File: src/rtl/spi_byte_master.sv
// Mode-0 SPI byte master: one 8-bit full-duplex exchange per accepted start, own chip select.
// Latency: spi_done pulses 17*CLK_DIV cycles after the accepting edge; 17*CLK_DIV+2 cycles start-to-start.
// Backpressure: start is sampled only in IDLE and ignored while busy. SPI_LSB_FIRST_EN selects LSB-first bit order.
module spi_byte_master #(
    parameter int CLK_DIV = 4
) (
    input  logic       clk,
    input  logic       rst,
    input  logic       start,
    input  logic [7:0] data_in,
    output logic [7:0] data_out,
    output logic       sck,
    output logic       mosi,
    input  logic       miso,
    output logic       cs,
    output logic       spi_done
);

    typedef enum logic [2:0] {
        IDLE,
        SETUP,
        SHIFT,
        HOLD,
        DONE
    } state_t;

    localparam logic [15:0] DIV_M1 = 16'(CLK_DIV - 1);

    state_t      state_q, state_d;
    logic [15:0] cnt_q, cnt_d;
    logic [2:0]  bit_q, bit_d;
    logic [7:0]  tx_q, tx_d;
    logic [7:0]  rx_q, rx_d;
    logic [7:0]  data_out_q, data_out_d;
    logic        sck_q, sck_d;
    logic        mosi_q, mosi_d;
    logic        cs_q, cs_d;
    logic        done_q, done_d;

    logic        tx_first_bit;
    logic [7:0]  tx_next;
    logic        mosi_next;
    logic [7:0]  rx_next;
    logic        half_end;

    // TX register rotates so the bit after the one on mosi is always at a fixed position.
`ifdef SPI_LSB_FIRST_EN
    assign tx_first_bit = data_in[0];
    assign tx_next      = {tx_q[0], tx_q[7:1]};
    assign mosi_next    = tx_q[1];
    assign rx_next      = {miso, rx_q[7:1]};
`else
    assign tx_first_bit = data_in[7];
    assign tx_next      = {tx_q[6:0], tx_q[7]};
    assign mosi_next    = tx_q[6];
    assign rx_next      = {rx_q[6:0], miso};
`endif

    assign half_end = (cnt_q == DIV_M1);

    always_comb begin
        state_d    = state_q;
        cnt_d      = cnt_q;
        bit_d      = bit_q;
        tx_d       = tx_q;
        rx_d       = rx_q;
        data_out_d = data_out_q;
        sck_d      = sck_q;
        mosi_d     = mosi_q;
        cs_d       = cs_q;
        done_d     = 1'b0;

        case (state_q)
            IDLE: begin
                cs_d  = 1'b1;
                sck_d = 1'b0;
                cnt_d = 16'd0;
                bit_d = 3'd0;
                if (start) begin
                    tx_d    = data_in;
                    mosi_d  = tx_first_bit;
                    cs_d    = 1'b0;
                    state_d = SETUP;
                end
            end
            SETUP: begin
                if (half_end) begin
                    cnt_d   = 16'd0;
                    sck_d   = 1'b1;
                    rx_d    = rx_next;
                    state_d = SHIFT;
                end else begin
                    cnt_d = cnt_q + 16'd1;
                end
            end
            SHIFT: begin
                if (half_end) begin
                    cnt_d = 16'd0;
                    if (sck_q) begin
                        sck_d = 1'b0;
                        // After the last falling edge mosi keeps the final bit.
                        if (bit_q == 3'd7) begin
                            state_d = HOLD;
                        end else begin
                            bit_d  = bit_q + 3'd1;
                            tx_d   = tx_next;
                            mosi_d = mosi_next;
                        end
                    end else begin
                        sck_d = 1'b1;
                        rx_d  = rx_next;
                    end
                end else begin
                    cnt_d = cnt_q + 16'd1;
                end
            end
            HOLD: begin
                if (half_end) begin
                    cnt_d      = 16'd0;
                    cs_d       = 1'b1;
                    data_out_d = rx_q;
                    done_d     = 1'b1;
                    state_d    = DONE;
                end else begin
                    cnt_d = cnt_q + 16'd1;
                end
            end
            DONE: begin
                state_d = IDLE;
            end
            default: begin
                state_d = IDLE;
            end
        endcase
    end

    always_ff @(posedge clk or negedge rst) begin
        if (!rst) begin
            state_q    <= IDLE;
            cnt_q      <= 16'd0;
            bit_q      <= 3'd0;
            tx_q       <= 8'h00;
            rx_q       <= 8'h00;
            data_out_q <= 8'h00;
            sck_q      <= 1'b0;
            mosi_q     <= 1'b0;
            cs_q       <= 1'b1;
            done_q     <= 1'b0;
        end else begin
            state_q    <= state_d;
            cnt_q      <= cnt_d;
            bit_q      <= bit_d;
            tx_q       <= tx_d;
            rx_q       <= rx_d;
            data_out_q <= data_out_d;
            sck_q      <= sck_d;
            mosi_q     <= mosi_d;
            cs_q       <= cs_d;
            done_q     <= done_d;
        end
    end

    assign data_out = data_out_q;
    assign sck      = sck_q;
    assign mosi     = mosi_q;
    assign cs       = cs_q;
    assign spi_done = done_q;

endmodule

File: config.mk
export PLATFORM = sky130hd
export DESIGN_NAME = spi_byte_master
export DESIGN_NICKNAME = d
export VERILOG_FILES = /design/src/rtl/spi_byte_master.sv
export SDC_FILE = /design/constraint.sdc
export NUM_CORES = 1
export LEC_CHECK = 0
export CORE_UTILIZATION = 60
export CTS_CLUSTER_SIZE = 40
export DETAILED_ROUTE_END_ITERATION = 12
export DONT_BUFFER_PORTS = 1
export PLACE_DENSITY = 0.76
export SKIP_CTS_REPAIR_TIMING = 1
export SLEW_MARGIN = 20
export SYNTH_ARGS = -nofsm -noshare
export SYNTH_HDL_FRONTEND = slang
export SYNTH_SLANG_ARGS = --single-unit
export TNS_END_PERCENT = 50
File: constraint.sdc
create_clock -name clk -period 2.71 [get_ports clk]
set_input_delay 0.1355 -clock clk [delete_from_list [all_inputs] [get_ports clk]]
set_output_delay 0.1355 -clock clk [all_outputs]
set_load 0.01 [all_outputs]
### Word-level counts from Yosys, hierarchy flattened

Index checks and enable logic that the tools add are counted.

* flip-flop bits (word level): 50
* bits of input ports: 12
* output and inout bits: 12

* add/subtract/negate cells: 2
* equal/unequal tests: 13
* muxes and demuxes: 35
* reduce and logical (&&, ||, !) cells: 14

Operator list (number)
* $mux 8: 7
* $pmux 16 s2: 1
* $pmux 8 s2: 2
* $mux 3: 9
* $add 16x1->16 const B: 1
* $eq 16x2->1 const B: 1
* $mux 16: 1
* $ne 2x2->1 const B: 8
* $pmux 3 s4: 1
* $mux 1: 10
* $reduce_and 4->1: 2
* $reduce_bool 2->1: 4
* $eq 3x2->1 const B: 2
* $pmux 3 s2: 1
* $reduce_and 6->1: 1
* $reduce_and 5->1: 1
* $pmux 1 s2: 2
* $reduce_and 2->1: 2
* $add 3x1->3 const B: 1
* $eq 3x1->1 const B: 1
* $eq 3x3->1 const B: 1
* $logic_not 3->1: 1
* $pmux 1 s3: 1
* $reduce_and 3->1: 1
* 2 further kinds: 2

### Logic depth before layout (Yosys ltp)

Gate-level depths: netlist of the first run.

* depth after elaboration: 5
* mapped depth: 7
* depth with buffers taken out: 6

### Worst setup path before layout of the first run

OpenSTA, ideal clock, no wires.

* path type: register to register
* start: register cnt_q[0]
* end: register rx_q[0]
* data arrival time: 1849 ps
* data required time: 2585 ps
* slack: 736 ps
* cell stages (with the launch flop): 6
* path buffers: 0
* period minus slack after synthesis: 1974 ps
* path through: dfrtp_1 -> ha_1 -> nor4b_2 -> nand4_4 -> nor3_4 -> mux2_2

* longest elaborated chain between the ends: 3
* elaborated cells between the ends (all ways): 4
* classes of those cells: eq/ne: 3; reduce/logical: 1

Ends and longest elaborated chain
* from (decl): RTL line 30 `logic [15:0] cnt_q, cnt_d;`
* from (signal assigned): RTL line 151 `cnt_q <= cnt_d;`
* $eq 16x2->1 *: RTL line 59 `assign half_end = (cnt_q == DIV_M1);`
* $ne 2x2->1 (no line)
* $reduce_and 4->1 (no line) *
* to (signal assigned): RTL line 154 `rx_q <= rx_d;`
* to (decl): RTL line 33 `logic [7:0] rx_q, rx_d;`

Every way passes the cells marked *; elsewhere a longest branch is shown, timed or not.
A chain may end at the register's enable or synchronous reset.

### Worst setup path after layout of the first run

* start: register cnt_q[0]
* end: register rx_q[2]

Same word-level chain as after synthesis.

==> impl_summary.txt, run 1 <==
----------------------------------------------------
[Route]
  Count of routing violations after the opening detailed-route iteration ... approximately 120
  DRC violation count after routing ... 0
  Drt via density ... just over 6
  Count of antenna-violating nets left after detailed routing ... 0
  WL/cell ... 16.8 µm
  Via count ... around 1,600
  Router iterations before antenna repair ... 4
  Detailed Route WL ... approximately 4500 µm

[Timing]
  Setup total negative slack ... 0 ns
  Worst hold slack ... 0.0655 ns
  Post-layout minimum cycle time ... between 2 and 2.5 ns
  Final Skew ... approximately 0.0054 ns
  Rel. slew slack ... 0.537
  Maximum operating frequency ... ~450 MHz
  Final critical-path share of the clock period ... 0.823
  Unrepaired setup endpoints after global routing ... no
  Final count of hold timing violations ... 0
  Slew Viols, Final ... 0
  Total of endpoints with negative setup slack in the final report ... 0
  Worst Max-Slew Pin Slew ... about 0.69 ns

[Job]
  Max-cap violation count ... 0

[Layout]
  Share of final-layout standard cells stronger than drive strength 1 ... 0.173
  Count of inserted antenna diode cells ... 0
  Area grow syn2layout ... 7.47%
  Post-route standard cell area excluding fillers ... around 2600 µm²
  Post-layout utilization of the core ... 0.682
  Leading cell types in the layout, fill and taps excluded ... dfrtp_1 (48), nor2_1 (20), nand2_1 (19)
  Count of nets after finishing ... 234
  Finished Layout Cells ... roughly 270
  Leading cell type in the layout, fill and taps excluded ... dfrtp_1

[Logic synthesis]
  Fraction of registers with async set or reset after synthesis ... 1.00
  Net count of the mapped netlist ... 230
  Syn Inst Count ... approximately 220
  Synthesized-area fraction occupied by xor and xnor cells ... 0.0442
  Adder and majority cell fraction of the synthesized area ... 0.0158
  Post-synthesis simple-gate area fraction ... 0.216
  Proportion of synthesized area in mux cells ... 0.0758
  Most used flip-flop cell after synthesis ... dfrtp_1
  Netlist cell types ... 45
  Dominant combinational cell family by area after synthesis ... simple AND/OR/NAND/NOR gates
  Total of warnings raised by yosys ... 0
  Flip-flop and latch count after synthesis ... 49
  EDFF count, synth ... 0
  Fraction of the mapped netlist area in compound gates ... 0.112
  Sequential cell area fraction in the yosys report ... 0.516
  Cell Area, Synth ... around 2400 µm²
  Avg Inst Size Synth ... approximately 11 µm²

[Clocking]
  Clk slew on worst S/H paths ... about 0.09 ns
  Clk root buf ... clkbuf_8
  Maximum level of the CTS H-tree ... 2
  Clock tree from TritonCTS ... done
  Deepest clock path buffer count ... 2
  Worst-Skew Late Latency ... 0.30 ns
  CTS Sinks ... about 50
  Number of buffers created by CTS ... 5

[GRT]
  Overall fraction of global-route tracks in use ... 0.241
  Number of global-route vias before repair ... around 1,700
  Global-route wire length before repair ... 7640 µm
  Number of antenna violations at the first check in global routing ... 0
  Remaining Overflow, GRT ... 0
  Largest net degree at the start of global routing ... 50

[Placement]
  # placed instances ... approximately 260
  Routability-driven placement congestion ratio ... between 0.8 and 0.9
  Count of input and output buffers ... 0
  Post-DP HPWL ... ~3200 µm
  Dpl cell area ... about 2400 µm²

[Critical path]
  Worst Setup End Kind ... flop
  Crit-path max FO ... 9
  Worst path cell trace ... ha_1 > nor4b_2 > nand4_4 > nor3_4 > mux2_2
  Startpoint type of the worst setup path ... flop
  Worst endpoint data arrival time ... about 2.4 ns
  Max incr delay on CP ... between 0.4 and 0.5 ns
  Crit path max-delay cell type ... nor3_4
  Critical Path RT ... ~2.9 ns
  Critical path type ... reg -> reg

[Die]
  Die Outline Area ... around 4200 µm²
  Die H ... about 65 µm
  Number of rows created at floorplan ... 22
  Width of the die ... approximately 65 µm
  Number of top-level design ports ... 24
  Area inside the core boundary ... roughly 3700 µm²
  Starting density of the core ... 0.635

[Power and ir drop]
  Peak ir drop on the vdd network ... about 0.3 mV
  Leakage ... between 1 and 1.5 nW
  Power density cells ... ~470 nW/µm²

[Hold path]
  Class of the tightest hold or removal check ... in -> reg

[Run status]
  Run status ... completed

----------------------------------------------------
[synth_stat cells, types with 2 or more instances]
cell / instances / area share
xnor2_1: 6 / 0.022
o22a_1: 8 / 0.029
nor2_1: 20 / 0.032
nand2b_1: 2 / 0.0053
xor2_1: 6 / 0.022
and2_1: 3 / 0.0079
mux2_2: 16 / 0.076
dfrtp_1: 48 / 0.51
o211ai_1: 3 / 0.0095
nor3_4: 2 / 0.014
inv_1: 3 / 0.0047
a21oi_1: 7 / 0.015
and3_1: 2 / 0.0053
ha_1: 3 / 0.016
nand4_1: 5 / 0.013
or2_2: 2 / 0.0053
o21a_1: 8 / 0.025
clkbuf_1: 6 / 0.0095
nand2_1: 19 / 0.030
nor3_1: 10 / 0.021
nand3_1: 7 / 0.015
nor4_1: 6 / 0.016
[final timing paths]
check / from / end / slack, ns / depth (start not counted)
worst max-delay path: cnt_q[0] / rx_q[2] / 0.48 / 5
min in group asynchronous: rst / data_out[6] / 0.34 / 2
worst min register to register: tx_q[1] / tx_q[1] / 0.51 / 1
worst max register to register: cnt_q[0] / rx_q[2] / 0.48 / 5
max in group asynchronous: rst / cs / 2.10 / 2
worst min-delay path: start / cs / 0.07 / 3
[final cells by class]
cell class	instances	area (µm²)
clock buffer	6	82.6
multi-input combinational	155	1100
tap	48	60.1
timing repair buffer	4	55.1
sequential	49	1230
clock inverter	2	13.8
fill	284	1190
inverter	4	15.0
[metal layers]
layer / up-vias / routed length [µm] / global-route usage
met2: 28 / 2280 / 0.392
met5: - / 0 / 0
met3: 7 / 163 / 0.0634
met1: 816 / 1980 / 0.304
met4: 0 / 70 / 0.100
li1: 793 / - / -
[cells by family after synthesis]
group	Yosys count
AOI/OAI and AO/OA	36
muxes	16
and+or+nand+nor	88
buffers and inverters	11
xor gates and xnor gates	12
DFF	49
adders and majority gates	3
[per-stage QoR]
stage	power, mW	worst slack [ns]
finish	1.21	0.481
global route	1.25	0.324
CTS	1.20	0.476
floorplan	0.756	0.736
global placement	0.757	0.621
detailed placement	0.757	0.484
[state kept, by name (all words and copies together), names as in the netlist]
| name | flops |
|---|---|
| cnt_q | 16 |
| tx_q | 8 |
| state_q | 3 |
| rx_q | 8 |
| cs | 1 |
| bit_q | 3 |
| sck | 1 |
| spi_done | 1 |
| data_out | 8 |
[report_power, final]
part | switching [mW] | total [mW] | leakage, nW | internal, mW
Combinational | 0.0155 | 0.0249 | 0.399 | 0.00940
Sequential | 0.00309 | 0.738 | 0.648 | 0.735
Clock | 0.240 | 0.447 | 0.0512 | 0.207
Total | 0.258 | 1.21 | 1.10 | 0.951
[worst max-delay path, delay by kind of cell, from the launching register on]
kind | cells | cell delay, ns
AND/OR/NAND/NOR | 3 | 1.11
flip-flops | 1 | 0.39
multiplexers | 1 | 0.39
adder cells (fa/ha/maj) | 1 | 0.22
Power figures use the tool's default switching activity.
==> run 2: changes to the inputs <==
--- a/config.mk
+++ b/config.mk
@@ -5,11 +5,11 @@
 export SDC_FILE = /design/constraint.sdc
 export NUM_CORES = 1
 export LEC_CHECK = 0
-export CORE_UTILIZATION = 60
+export CORE_UTILIZATION = 56
 export CTS_CLUSTER_SIZE = 40
 export DETAILED_ROUTE_END_ITERATION = 12
 export DONT_BUFFER_PORTS = 1
-export PLACE_DENSITY = 0.76
+export PLACE_DENSITY = 0.74
 export SKIP_CTS_REPAIR_TIMING = 1
 export SLEW_MARGIN = 20
 export SYNTH_ARGS = -nofsm -noshare
==> constraint.sdc (replaced) <==
create_clock -name clk -period 2.05 [get_ports clk]
set_input_delay 0.1025 -clock clk [delete_from_list [all_inputs] [get_ports clk]]
set_output_delay 0.1025 -clock clk [all_outputs]
set_load 0.01 [all_outputs]
==> run 2 against run 1 <==
Net effect:
- sequential power increased by 32%
- critical path depth increased by 2
- maximum frequency is 10% higher
- first-iteration DRC count is 6.0% lower
- non-clock buffer count up 13
- die area is 6.9% higher
- clock skew increased by 0.0014 ns
- sequential share of layout area fell by 2.8 points
- setup slack lost 0.45 ns
==> impl_summary.txt, run 2 (same netlist as run 1, synthesis figures left out) <==
----------------------------------------------------
[Die]
  Number of rows created at floorplan ... 23 (+4.5%)
  Die Outline Area ... 4510 µm² (+6.9%)
  Width of the die ... 67.2 µm (+3.4%)
  Number of top-level design ports ... 24 (unchanged)
  Area inside the core boundary ... 4030 µm² (+7.6%)
  Die H ... 67.2 µm (+3.4%)
  Starting density of the core ... 0.590 (-0.0450)

[Placement]
  Post-DP HPWL ... 3350 µm (+3.8%)
  Dpl cell area ... 2500 µm² (+3.5%)
  # placed instances ... 270 (+5.1%)
  Minimum setup slack after placement ... 0.0318 ns (-0.452 ns)
  Routability-driven placement congestion ratio ... 0.880 (+4.8%)
  Count of input and output buffers ... 0 (unchanged)

[Timing]
  Worst Max-Slew Pin Slew ... 0.454 ns (-0.239 ns)
  Worst hold slack ... 0.0261 ns (-0.0394 ns)
  Worst-case setup margin in the final layout ... 0.0313 ns (-0.450 ns)
  Post-layout minimum cycle time ... 2.02 ns (-0.210 ns)
  Final Skew ... 0.00685 ns (+0.00145 ns)
  Final critical-path share of the clock period ... 0.985 (+0.162)
  Maximum operating frequency ... 495 MHz (+10%)
  Slew Viols, Final ... 0 (unchanged)
  Total of endpoints with negative setup slack in the final report ... 0 (unchanged)
  Final count of hold timing violations ... 0 (unchanged)
  Rel. slew slack ... 0.695 (+0.158)

[Critical path]
  Startpoint type of the worst setup path ... flop
  Critical path type ... reg -> reg
  Worst Setup End Kind ... flop
  Worst endpoint data arrival time ... 2.22 ns (-0.20 ns)
  Critical Path RT ... 2.25 ns (-0.65 ns)
  Crit-path max FO ... 8 (-1)

[Clocking]
  Clk slew on worst S/H paths ... 0.10 ns (about the same)
  Number of buffers created by CTS ... 5 (unchanged)
  Maximum level of the CTS H-tree ... 2 (unchanged)
  Clock tree from TritonCTS ... done
  CTS Sinks ... 49 (unchanged)
  Clk root buf ... clkbuf_8
  Worst-Skew Late Latency ... 0.31 ns (about the same)
  Deepest clock path buffer count ... 2 (unchanged)

[Route]
  Top Layer Used ... met4
  DRC violation count after routing ... 0 (unchanged)
  Count of antenna-violating nets left after detailed routing ... 0 (unchanged)
  Detailed-route wire length on metal 1 ... 2120 µm (+7.2%)
  Drt via density ... 6.04 (-1.6%)
  Via count ... 1,709 (+4.0%)
  Detailed Route WL ... 4870 µm (+8.3%)
  Met3 layer wire length in the routed design ... 156 µm (-4.3%)
  WL/cell ... 17.2 µm (+2.6%)
  Router iterations before antenna repair ... 4 (unchanged)
  Met2 Routed Length ... 2520 µm (+10%)
  Count of routing violations after the opening detailed-route iteration ... 110 (-6.0%)

[Layout]
  Count of nets after finishing ... 247 (+5.6%)
  Post-route standard cell area excluding fillers ... 2710 µm² (+6.2%)
  Max reg flops ... 16 (unchanged)
  Area grow syn2layout ... 14.2%
  Share of final-layout standard cells stronger than drive strength 1 ... 0.240 (+0.0676)
  Leading cell type in the layout, fill and taps excluded ... dfrtp_1
  Finished Layout Cells ... 283 (+5.6%)
  Leading cell types in the layout, fill and taps excluded ... dfrtp_1 (48), nor2_1 (20), nand2_1 (17)
  Count of inserted antenna diode cells ... 0 (unchanged)
  Register name with the most flops ... cnt_q

[GRT]
  Overall fraction of global-route tracks in use ... 0.234 (-0.00701)
  Number of antenna violations at the first check in global routing ... 0 (unchanged)
  Number of global-route vias before repair ... 1,640 (-1.0%)
  Largest net degree at the start of global routing ... 50 (unchanged)
  Global-route wire length before repair ... 7630 µm (about the same)
  Remaining Overflow, GRT ... 0 (unchanged)

[Power and ir drop]
  Power density cells ... 592 nW/µm² (+25%)
  Clock power frac ... 0.372 (+0.003)
  Peak ir drop on the vdd network ... 0.589 mV (+100%)
  Post-layout total power ... 1.61 mW (+33%)
  Net Sw Power ... 0.373 mW (+45%)
  Leakage ... 1.17 nW (+6.3%)
  Share of power burned in combinational logic ... 0.020 (about the same)
  Proportion of total power due to net switching ... 0.232 (+0.0189)
  Cell internal power dissipation ... 1.23 mW (+30%)
  Fraction of power consumed by sequential logic ... 0.608 (-0.002)

[Job]
  Max-cap violation count ... 0 (unchanged)

[Hold path]
  Class of the tightest hold or removal check ... in -> reg

[Run status]
  Run status ... completed

----------------------------------------------------
run 2: critical path, cell delays in order (launching register included):
cell and delay (ns):
dfrtp_1 0.41, ha_2 0.21, nor4b_4 0.21, buf_4 0.18, nand4_4 0.15, nor3_4 0.28, buf_12 0.15, mux2_2 0.33
run 2: metal layers:
| layer | vias to the layer above | global-route usage |
|---|---|---|
| met2 | 35 | 0.378 |
| met1 | 845 | 0.314 |
| met5 | - | 0 |
| met4 | 0 | 0.0878 |
| met3 | 7 | 0.0456 |
| li1 | 822 | - |
run 2: final cells by class:
type / instances / area (µm²)
inverters: 4 / 15.0
repair buffers: 17 / 178
well taps: 50 / 62.6
multi-input cells: 155 / 1140
flip-flops and latches: 49 / 1230
clock buffers: 5 / 68.8
fillers: 321 / 1320
clock inverters: 3 / 25.0
run 2: per-stage QoR:
step            util  setup TNS (ns)
4_1_cts        0.643               0
3_3_place_gp   0.620               0
6_report       0.674               0
2_1_floorplan      -               0
5_1_grt        0.674          -0.650
3_5_place_dp   0.620               0
run 2: final timing paths:
kind,cells past startpoint,start,slack (ns),endpoint
worst max-delay path,7,cnt_q[0],0.03,rx_q[5]
worst min-delay path,3,start,0.03,cs
worst max register to register,7,cnt_q[0],0.03,rx_q[5]
worst min register to register,1,tx_q[1],0.50,tx_q[1]
max in group asynchronous,2,rst,1.46,cs
min in group asynchronous,2,rst,0.30,data_out[5]
run 2: power by group through the flow:
stage               Combinational [mW]  Clock [mW]  Sequential [mW]
finish                          0.0327       0.598            0.976
global route                    0.0379       0.644            0.977
CTS                            0.00586       0.608            0.976
detailed placement             0.00591           0            0.995
global placement               0.00551           0            0.995
floorplan                      0.00534           0            0.994
